## src/rtl/oam_dma_pkg.sv

```systemverilog
// Shared types and constants for the OAM DMA bus initiator.
package oam_dma_pkg;

    localparam int unsigned ADDR_W  = 16;
    localparam int unsigned DATA_W  = 8;
    localparam int unsigned IDX_W   = 8;
    localparam int unsigned DMA_LEN = 256;

    localparam logic [ADDR_W-1:0] DEF_TRIGGER_ADDR = 16'h4014;
    localparam logic [ADDR_W-1:0] DEF_DEST_ADDR    = 16'h2004;

    typedef enum logic [2:0] {
        IDLE,
        HALT,
        ALIGN,
        READ,
        WRITE,
        DONE
    } state_t;

endpackage

```

## src/rtl/oam_dma_if.sv

```systemverilog
// CPU snoop, responder read data and DMA bus signals of the OAM DMA.
interface oam_dma_if;
    import oam_dma_pkg::*;

    logic [ADDR_W-1:0] cpu_addr;
    logic              cpu_rw;
    logic [DATA_W-1:0] cpu_data;
    logic [DATA_W-1:0] mem_data;
    logic [ADDR_W-1:0] dma_addr;
    logic              dma_rw;
    logic [DATA_W-1:0] dma_data;
    logic              bus_own;
    logic              cpu_halt;
    logic              done;

    modport master (
        input  cpu_addr, cpu_rw, cpu_data, mem_data,
        output dma_addr, dma_rw, dma_data, bus_own, cpu_halt, done
    );

    modport slave (
        output cpu_addr, cpu_rw, cpu_data, mem_data,
        input  dma_addr, dma_rw, dma_data, bus_own, cpu_halt, done
    );

endinterface

```

## src/rtl/oam_dma.sv

```systemverilog
// OAM DMA: on a CPU write to the trigger register, halts the CPU and copies
// one 256-byte page to the fixed OAM data port, one read/write pair per byte.
module oam_dma
    import oam_dma_pkg::*;
#(
    parameter logic [ADDR_W-1:0] TRIGGER_ADDR = DEF_TRIGGER_ADDR,
    parameter logic [ADDR_W-1:0] DEST_ADDR    = DEF_DEST_ADDR
) (
    input  logic          clock,
    input  logic          nreset,
    oam_dma_if.master     bus
);

    localparam logic [IDX_W-1:0] LAST_IDX = IDX_W'(DMA_LEN - 1);

    state_t            state,    state_nxt;
    logic [IDX_W-1:0]  idx,      idx_nxt;
    logic [DATA_W-1:0] page,     page_nxt;
    logic              parity;
    logic [ADDR_W-1:0] addr_q,   addr_nxt;
    logic              rw_q,     rw_nxt;
    logic [DATA_W-1:0] data_q,   data_nxt;
    logic              own_q,    own_nxt;
    logic              halt_q,   halt_nxt;
    logic              done_q,   done_nxt;
    logic [IDX_W-1:0]  idx_inc;
    logic              trigger;

    assign idx_inc = idx + IDX_W'(1);
    // Snooping is only live in IDLE, so a transfer cannot be restarted.
    assign trigger = (bus.cpu_rw == 1'b0) && (bus.cpu_addr == TRIGGER_ADDR);

    // State and registered outputs; parity runs free from reset.
    always_ff @(posedge clock or negedge nreset) begin
        if (!nreset) begin
            state  <= IDLE;
            idx    <= '0;
            page   <= '0;
            parity <= 1'b0;
            addr_q <= '0;
            rw_q   <= 1'b1;
            data_q <= '0;
            own_q  <= 1'b0;
            halt_q <= 1'b0;
            done_q <= 1'b0;
        end else begin
            state  <= state_nxt;
            idx    <= idx_nxt;
            page   <= page_nxt;
            parity <= ~parity;
            addr_q <= addr_nxt;
            rw_q   <= rw_nxt;
            data_q <= data_nxt;
            own_q  <= own_nxt;
            halt_q <= halt_nxt;
            done_q <= done_nxt;
        end
    end

    // Next state and next output values; outputs are set on entry to each state.
    always_comb begin
        state_nxt = state;
        idx_nxt   = idx;
        page_nxt  = page;
        addr_nxt  = addr_q;
        rw_nxt    = rw_q;
        data_nxt  = data_q;
        own_nxt   = own_q;
        halt_nxt  = halt_q;
        done_nxt  = 1'b0;

        case (state)
            IDLE: begin
                if (trigger) begin
                    page_nxt  = bus.cpu_data;
                    idx_nxt   = '0;
                    own_nxt   = 1'b1;
                    halt_nxt  = 1'b1;
                    addr_nxt  = {bus.cpu_data, 8'h00};
                    rw_nxt    = 1'b1;
                    state_nxt = HALT;
                end
            end
            HALT: begin
                // A halt landing on a put cycle needs one extra dummy read.
                addr_nxt  = {page, idx};
                state_nxt = parity ? ALIGN : READ;
            end
            ALIGN: begin
                addr_nxt  = {page, idx};
                state_nxt = READ;
            end
            READ: begin
                // Read data for the address driven on entry to READ is valid now.
                data_nxt  = bus.mem_data;
                addr_nxt  = DEST_ADDR;
                rw_nxt    = 1'b0;
                state_nxt = WRITE;
            end
            WRITE: begin
                rw_nxt = 1'b1;
                if (idx == LAST_IDX) begin
                    addr_nxt  = '0;
                    done_nxt  = 1'b1;
                    state_nxt = DONE;
                end else begin
                    idx_nxt   = idx_inc;
                    addr_nxt  = {page, idx_inc};
                    state_nxt = READ;
                end
            end
            DONE: begin
                own_nxt   = 1'b0;
                halt_nxt  = 1'b0;
                state_nxt = IDLE;
            end
            default: begin
                state_nxt = IDLE;
            end
        endcase
    end

    assign bus.dma_addr = addr_q;
    assign bus.dma_rw   = rw_q;
    assign bus.dma_data = data_q;
    assign bus.bus_own  = own_q;
    assign bus.cpu_halt = halt_q;
    assign bus.done     = done_q;

endmodule

```

## src/flat_wrapper.sv

```systemverilog
// flat-port wrapper written by rule: the top's interface ports become plain ports
module oam_dma_flat import oam_dma_pkg::*;
#(
    parameter logic [ADDR_W-1:0] TRIGGER_ADDR = DEF_TRIGGER_ADDR,
    parameter logic [ADDR_W-1:0] DEST_ADDR    = DEF_DEST_ADDR
)
  (clock, nreset, bus_cpu_addr, bus_cpu_rw, bus_cpu_data, bus_mem_data, bus_dma_addr, bus_dma_rw, bus_dma_data, bus_bus_own, bus_cpu_halt, bus_done);
  oam_dma_if bus_i ();
  input  logic clock;
  input  logic nreset;
  input wire logic [$bits(bus_i.cpu_addr)-1:0] bus_cpu_addr;
  input wire logic [$bits(bus_i.cpu_rw)-1:0] bus_cpu_rw;
  input wire logic [$bits(bus_i.cpu_data)-1:0] bus_cpu_data;
  input wire logic [$bits(bus_i.mem_data)-1:0] bus_mem_data;
  output wire logic [$bits(bus_i.dma_addr)-1:0] bus_dma_addr;
  output wire logic [$bits(bus_i.dma_rw)-1:0] bus_dma_rw;
  output wire logic [$bits(bus_i.dma_data)-1:0] bus_dma_data;
  output wire logic [$bits(bus_i.bus_own)-1:0] bus_bus_own;
  output wire logic [$bits(bus_i.cpu_halt)-1:0] bus_cpu_halt;
  output wire logic [$bits(bus_i.done)-1:0] bus_done;
  assign bus_i.cpu_addr = bus_cpu_addr;
  assign bus_i.cpu_rw = bus_cpu_rw;
  assign bus_i.cpu_data = bus_cpu_data;
  assign bus_i.mem_data = bus_mem_data;
  assign bus_dma_addr = bus_i.dma_addr;
  assign bus_dma_rw = bus_i.dma_rw;
  assign bus_dma_data = bus_i.dma_data;
  assign bus_bus_own = bus_i.bus_own;
  assign bus_cpu_halt = bus_i.cpu_halt;
  assign bus_done = bus_i.done;
  oam_dma #(.TRIGGER_ADDR(TRIGGER_ADDR), .DEST_ADDR(DEST_ADDR)) u_core (.clock(clock), .nreset(nreset), .bus(bus_i));
endmodule
```

## config.mk

```make
export PLATFORM = sky130hd
export DESIGN_NAME = oam_dma_flat
export DESIGN_NICKNAME = d
export VERILOG_FILES = /design/src/rtl/oam_dma_pkg.sv /design/src/rtl/oam_dma_if.sv /design/src/rtl/oam_dma.sv /design/src/flat_wrapper.sv
export SDC_FILE = /design/constraint.sdc
export NUM_CORES = 1
export LEC_CHECK = 0
export CORE_UTILIZATION = 48
export CTS_CLUSTER_DIAMETER = 150
export DETAILED_ROUTE_END_ITERATION = 8
export GPL_TIMING_DRIVEN = 0
export HOLD_SLACK_MARGIN = 0.03
export PLACE_DENSITY = 0.78
export SYNTH_ARGS = -nofsm -noshare
export SYNTH_HDL_FRONTEND = slang
export SYNTH_SLANG_ARGS = --single-unit
```

## constraint.sdc

```tcl
create_clock -name clock -period 2.4 [get_ports clock]
set_input_delay 0.24 -clock clock [delete_from_list [all_inputs] [get_ports clock]]
set_output_delay 0.24 -clock clock [all_outputs]
set_load 0.01 [all_outputs]
```

==> run_results.csv, run 1 <==
group,metric,value,unit
status,outcome,"completed",
logic_synthesis,ys.warnings.count,0,
logic_synthesis,ys_seq_area_share,49.27,%
layout,layout-drive-gt1-share,16.96,%
clock_tree,clockBufferDepth,2,
logic_synthesis,synth_edf_count,0,
timing,hold_violations,0,
layout,utilization,67.45,%
routing,drc,0,
global_route,antenna_found_initial,0,
layout,multi_input_area,1071,um2
global_route,grt_usage,22.67,%
power_and_ir_drop,total_power,1380,uW
routing,postRouteAntennaNets,0,
clock_tree,cts_resized,0,
die,die_h,72.56,um
critical_path,cp_max_fo,10,
logic_synthesis,synthesis.instances,218,
routing,vias,1951,
global_route,grt_pass1_wl,9280,um
die,core_area,4755,um2
logic_synthesis,synth_top_cells_by_count,"dfrtp_1 (46), o21ai_0 (19), mux2_2 (14), inv_1 (12), nand3_1 (12)",
power_and_ir_drop,power_switching,285.6,uW
clock_tree,htreeDepth,2,
global_route,grt_overflow_total,0,
job,drv_cap,0,
clock_tree,numCtsBuffers,5,
logic_synthesis,async_flop_share,100.0,%
layout,final_nets,325,
logic_synthesis,synth.ff_latch_count,47,
layout,antennaDiodeCount,0,
logic_synthesis,ys.flop_type,"dfrtp_1",
logic_synthesis,synthTopCellsByArea,"dfrtp_1 (48%), mux2_2 (6.6%), mux2_4 (4.4%), o21ai_0 (4.0%), a221o_1 (2.5%)",
critical_path,critPathLaunchType,"flip-flop",
layout,areaGrowthSynthToFinish,34.19,%
power_and_ir_drop,pwr-share-comb,7.5,%
clock_tree,cts_tree,"built",
die,die-area,5265,um2
power_and_ir_drop,vdd_drop_max,0.3487,mV
clock_tree,clkSinkCount,47,
timing,slew_headroom,49.60,%
power_and_ir_drop,p_int,1095,uW
die,chipWidth,72.56,um
die,ioPinCount,63,
layout,fillers,374,
global_route,grt_start_max_net_pins,28,
routing,wl_per_cell,14.87,um
power_and_ir_drop,p_leak,0.001323,uW
critical_path,required,2.58,ns
critical_path,reg2reg_from,"u_core.idx[0]$_DFFE_PN0P_",
power_and_ir_drop,switching_share,20.70,%
placed_design,portBuffers,62,
critical_path,cpMaxStageDelayCell,"dfrtp_1",
placed_design,dp.final_hpwl,3972,um
timing,drv_slew,0,
logic_synthesis,avgSynthCellArea,10.96,um2
timing,post-route-period-util,92.12,%
critical_path,endpoint_kind,"flip-flop",
clock_tree,cts_setup_buffers,0,
timing,holdWs,0.4322,ns
die,rows,25,
timing,worstMarginPinSlew,0.7534,ns
timing,fmax,452.3,MHz
logic_synthesis,synth_area,2390,um2
placed_design,place_area,3109,um2
placed_design,place_congestion,0.7942,
logic_synthesis,yosysUniqueCellTypes,51,
logic_synthesis,synth_top_cell_area_share,48.17,%
clock_tree,clk_pin_slew,0.08,ns
power_and_ir_drop,power_frac_seq,58.0,%
critical_path,startpoint,"u_core.idx[0]$_DFFE_PN0P_",
clock_tree,insertion_delay,0.29,ns
critical_path,crit_chain,"ha_1 -> nand3_1 -> o21ai_1 -> clkbuf_1 -> o211ai_1 -> mux2_2",
timing,rsz0062_at_grt,"no",
layout,final_area,3207,um2
die,initial_core_util,50.26,%
routing,wirelength,5294,um
clock_tree,cts-root-buf,"clkbuf_8",
timing,fin_crit,2.211,ns
power_and_ir_drop,power.density,430.4,nW/um2
logic_synthesis,synth_nets,254,
logic_synthesis,synth_top_cell_by_area,"dfrtp_1",
critical_path,critical-path-max-stage-delay,0.47,ns
min_path,min_path_type,"in2async",
routing,vias_per_cell,5.480,
global_route,grt_pass1_vias,2069,
logic_synthesis,yosysMostFrequentCell,"dfrtp_1",
timing,finClkSkew,0.005499,ns
routing,drt_iter0_markers,136,
timing,setup_violations,0,
routing,firstDrtPassIters,4,
power_and_ir_drop,p_clk_share,34.5,%
critical_path,cp.arrival,2.39,ns
layout,regArea,1177,um2
critical_path,worstSetupPathType,"reg2reg",
[cell usage in the layout (no fill, tap or decap), types with 3 or more instances in the layout]
| cell | count |
|---|---|
| and2_1 | 4 |
| a21oi_1 | 4 |
| clkbuf_8 | 6 |
| o211ai_1 | 7 |
| nor2_1 | 8 |
| a21o_1 | 4 |
| buf_2 | 6 |
| clkdlybuf4s50_1 | 61 |
| inv_1 | 12 |
| dfrtp_1 | 46 |
| nand3_1 | 12 |
| mux2_4 | 7 |
| a22o_1 | 3 |
| a221o_1 | 6 |
| o21ai_0 | 19 |
| nand2_1 | 8 |
| clkbuf_1 | 5 |
| nor3_1 | 5 |
| buf_6 | 3 |
| mux2_2 | 14 |
[state kept, by name (all words and copies together), names as in the netlist]
| register | flops |
|---|---|
| u_core.state | 3 |
| u_core.page | 8 |
| u_core.bus.bus_own | 1 |
| u_core.bus.dma_rw | 1 |
| u_core.parity | 1 |
| u_core.bus.done | 1 |
| u_core.idx | 8 |
| u_core.bus.dma_data | 8 |
| u_core.bus.dma_addr | 16 |
[cells by family (layout without fill, tap and decap cells)]
family                   after synthesis  after routing  synth area share (%)
buffers and inverters                 28             99                 5.916
XOR/XNOR                               3              3                 1.100
multiplexers                          25             25                 12.77
AND/OR/NAND/NOR                       57             57                 14.03
adder cells (fa/ha/maj)                1              1                0.5235
AO/OA/AOI/OAI                         57             57                 16.39
flip-flops                            47             47                 49.27
[power groups by stage]
| stage | sequential (uW) | combinational (uW) | clock, uW |
|---|---|---|---|
| 6_report | 801 | 104 | 476 |
| 5_1_grt | 802 | 113 | 514 |
| 4_1_cts | 801 | 106 | 484 |
| 3_5_place_dp | 817 | 104 | 0 |
| 3_3_place_gp | 817 | 99.5 | 0 |
| 2_1_floorplan | 820 | 10.0 | 0 |
[final timing paths]
path	slack [ns]	end	depth (start not counted)
worst max-delay path	0.19	u_core.bus.dma_addr[15]$_DFFE_PN0P_	6
worst min-delay path	0.43	u_core.page[3]$_DFFE_PN0P_	2
worst max register to register	0.19	u_core.bus.dma_addr[15]$_DFFE_PN0P_	6
worst min register to register	0.43	u_core.parity$_DFF_PN0_	1
max in group asynchronous	1.39	u_core.bus.dma_rw$_DFFE_PN1P_	3
min in group clock	0.43	u_core.parity$_DFF_PN0_	1
[what timing repair did]
item / 4_1_cts / 5_1_grt
hold buffers: 1 / 0
endpoints found under the setup margin: 0 / 0
endpoints found under the hold margin: 20 / 0
[final cells by class]
cell class	count	share of cell area [%]
Clock buffer	6	2.575
Timing Repair Buffer	64	20.13
Inverter	12	1.405
Tap cell	67	2.614
Buffer	16	3.004
Clock inverter	1	0.1561
Multi-Input combinational cell	143	33.40
Sequential cell	47	36.71
[per-stage QoR]
stage / worst slack [ns] / std cells / setup TNS, ns
5_1_grt: 0.07140 / 356 / 0
2_1_floorplan: 0.5326 / 218 / 0
4_1_cts: 0.2146 / 356 / 0
3_3_place_gp: -0.2501 / 347 / -11.43
3_5_place_dp: 0.08758 / 348 / 0
6_report: 0.1892 / 356 / 0
[routing by layer]
metal / vias up / wire length (um) / global-route usage (%)
li1: 938 / - / -
met1: 951 / 2337 / 28.86
met2: 54 / 2528 / 36.76
met4: 0 / 87 / 7.625
met3: 8 / 340 / 7.083
met5: - / 0 / 0
[worst max-delay path, delay by kind of cell (launching register included)]
family          cells  cell delay (ns)
simple gates        1             0.27
mux                 1             0.29
compound gates      2             0.41
flops               1             0.47
buf+inv             1             0.43
fa+ha+maj           1             0.22
(Power assumes the default switching activity.)
==> run 2, diff against run 1 <==
--- a/config.mk
+++ b/config.mk
@@ -5,12 +5,12 @@
 export SDC_FILE = /design/constraint.sdc
 export NUM_CORES = 1
 export LEC_CHECK = 0
-export CORE_UTILIZATION = 48
+export CORE_UTILIZATION = 35
 export CTS_CLUSTER_DIAMETER = 150
 export DETAILED_ROUTE_END_ITERATION = 8
 export GPL_TIMING_DRIVEN = 0
 export HOLD_SLACK_MARGIN = 0.03
-export PLACE_DENSITY = 0.78
+export PLACE_DENSITY = 0.6
 export SYNTH_ARGS = -nofsm -noshare
 export SYNTH_HDL_FRONTEND = slang
 export SYNTH_SLANG_ARGS = --single-unit
==> run 2 against run 1 <==
Compared with the run above:
- the run now ends with DRC left
- routed wire length grew 3.8%
- first-iteration DRC count shrank 43%
- sequential share of layout area shrank 0.17 points
- worst hold slack lost 0.068 ns
- die area grew 36%
- total power grew 0.11%
- global-route usage shrank 5.9 points
==> run_results.csv, run 2 (synthesized netlist as in run 1, its figures left out) <==
group,metric,value,unit
status,outcome,"complete, but fails checks",
status,failed_checks,"DRC",
routing,drc,1,
power_and_ir_drop,vdd_drop_max,0.2464,mV
die,core_area,6459,um2
clock_tree,insertion_delay,0.29,ns
layout,fillers,620,
global_route,antenna_found_initial,0,
die,initial_core_util,37.00,%
placed_design,dpl.cell_count,358,
power_and_ir_drop,pwr-share-comb,7.6,%
routing,drt_iter0_markers,78,
timing,holdWs,0.3641,ns
routing,firstDrtPassIters,6,
clock_tree,cts_tree,"built",
routing,wirelength,5496,um
layout,final_nets,325,
critical_path,cp_max_fo,10,
routing,postRouteAntennaNets,0,
placed_design,place_congestion,0.7516,
routing,vias_per_cell,5.237,
min_path,min_path_type,"in2async",
power_and_ir_drop,p_int,1071,uW
job,drv_cap,0,
timing,fin_crit,2.185,ns
power_and_ir_drop,switching_share,22.45,%
power_and_ir_drop,power.density,428.8,nW/um2
critical_path,worstSetupPathType,"reg2reg",
global_route,grt_usage,16.82,%
timing,drv_slew,0,
layout,areaGrowthSynthToFinish,34.82,%
layout,final_area,3222,um2
clock_tree,cts_setup_buffers,0,
clock_tree,numCtsBuffers,5,
die,ioPinCount,63,
layout,mostFrequentLayoutCell,"clkdlybuf4s50_1",
layout,multi_input_area,1071,um2
placed_design,portBuffers,62,
layout,largest_register_ff_count,16,
timing,hold_violations,0,
die,chipWidth,84.63,um
critical_path,critical-path-max-stage-delay,0.46,ns
critical_path,crit_family,"simple AND/OR/NAND/NOR gates",
timing,finClkSkew,0.005673,ns
critical_path,endpoint_kind,"flip-flop",
global_route,grt_pass1_wl,9542,um
critical_path,path_buf_inv,2,
global_route,grt_start_max_net_pins,36,
power_and_ir_drop,power_frac_seq,58.0,%
layout,layout_common_cells,"clkdlybuf4s50_1 (61), dfrtp_1 (46), o21ai_0 (19)",
critical_path,required,2.59,ns
timing,fmax,457.6,MHz
die,rows,29,
timing,slew_headroom,52.22,%
timing,fin_setup_tns,0,ns
timing,setup_violations,0,
clock_tree,clockBufferDepth,2,
die,die-area,7162,um2
clock_tree,clk_pin_slew,0.09,ns
timing,post-route-period-util,91.06,%
critical_path,cpMaxStageDelayCell,"nor3_2",
routing,wl_per_cell,14.98,um
layout,layout-drive-gt1-share,17.59,%
clock_tree,clkSinkCount,47,
critical_path,crit_chain,"buf_2 -> nor3_2 -> nor2_1 -> a21oi_2 -> buf_6 -> mux2_1",
placed_design,dp.final_hpwl,4015,um
critical_path,cp.arrival,2.37,ns
die,die_h,84.63,um
routing,vias,1922,
global_route,grt_pass1_vias,2011,
timing,worstMarginPinSlew,0.7143,ns
clock_tree,cts-root-buf,"clkbuf_8",
timing,rsz0062_at_grt,"no",
layout,final_cells,367,
layout,regArea,1177,um2
power_and_ir_drop,power_switching,310.2,uW
placed_design,place_area,3122,um2
power_and_ir_drop,p_leak,0.001319,uW
layout,antennaDiodeCount,0,
critical_path,critPathLaunchType,"flip-flop",
global_route,grt_overflow_total,0,
power_and_ir_drop,p_clk_share,34.4,%
clock_tree,htreeDepth,2,
==> run 2: cell types whose count changed in the layout (fill, tap and decap cells not counted), sizes merged <==
cell / before / now
clkinvlp: 0 / 2
clkbuf: 11 / 10
==> run 2: path summary, 6_finish.rpt <==
kind / startpoint / slack [ns] / depth (start not counted) / end
worst max-delay path: u_core.state[1]$_DFFE_PN0P_ / 0.21 / 6 / u_core.bus.dma_addr[13]$_DFFE_PN0P_
worst min-delay path: nreset / 0.36 / 2 / u_core.parity$_DFF_PN0_
worst max register to register: u_core.state[1]$_DFFE_PN0P_ / 0.21 / 6 / u_core.bus.dma_addr[13]$_DFFE_PN0P_
worst min register to register: u_core.parity$_DFF_PN0_ / 0.43 / 1 / u_core.parity$_DFF_PN0_
max in group asynchronous: nreset / 1.54 / 3 / u_core.page[6]$_DFFE_PN0P_
min in group clock: u_core.parity$_DFF_PN0_ / 0.43 / 1 / u_core.parity$_DFF_PN0_
==> run 2: area by class of cell <==
class,instances,area share (%)
multi-input combinational,143,33.24
tap,77,2.990
buffer,16,3.029
clock inverter,3,0.6214
timing repair buffer,64,20.04
sequential,47,36.54
inverter,12,1.398
clock buffer,5,2.136
==> run 2: repair_timing <==
action                                 in CTS  in global routing
setup endpoints to repair                   0                  8
hold buffers                                1                  0
gates resized for setup                     0                  2
endpoints found under the hold margin      11                  0
==> run 2: metal layers <==
layer | GRT usage, % | part of all wire [%]
met1 | 22.17 | 48
met2 | 27.94 | 47
met5 | 0 | 0
met3 | 4.228 | 4.2
met4 | 3.852 | 0.42
==> run 2: power groups by stage <==
stage,sequential (uW),combinational (uW),clock (uW)
6_report,801,104,476
2_1_floorplan,820,10.0,0
3_3_place_gp,817,101,0
4_1_cts,801,107,491
5_1_grt,802,115,525
3_5_place_dp,817,105,0
==> run 2: per-stage QoR <==
step / util [%] / setup WS [ns] / total power [uW]
floorplan: - / 0.5326 / 830.5
global placement: 48.10 / -0.3226 / 917.5
detailed placement: 48.33 / 0.06570 / 922.1
CTS: 49.86 / 0.1578 / 1400
finish: 49.88 / 0.2146 / 1382
global route: 49.88 / 0.03516 / 1442
==> run 2: worst register-to-register path, delay by kind of cell, from the launching register on <==
family | cells | cell delay (ns)
muxes | 1 | 0.33
AOI/OAI and AO/OA | 1 | 0.39
DFF | 1 | 0.38
buffers and inverters | 2 | 0.41
and+or+nand+nor | 2 | 0.57
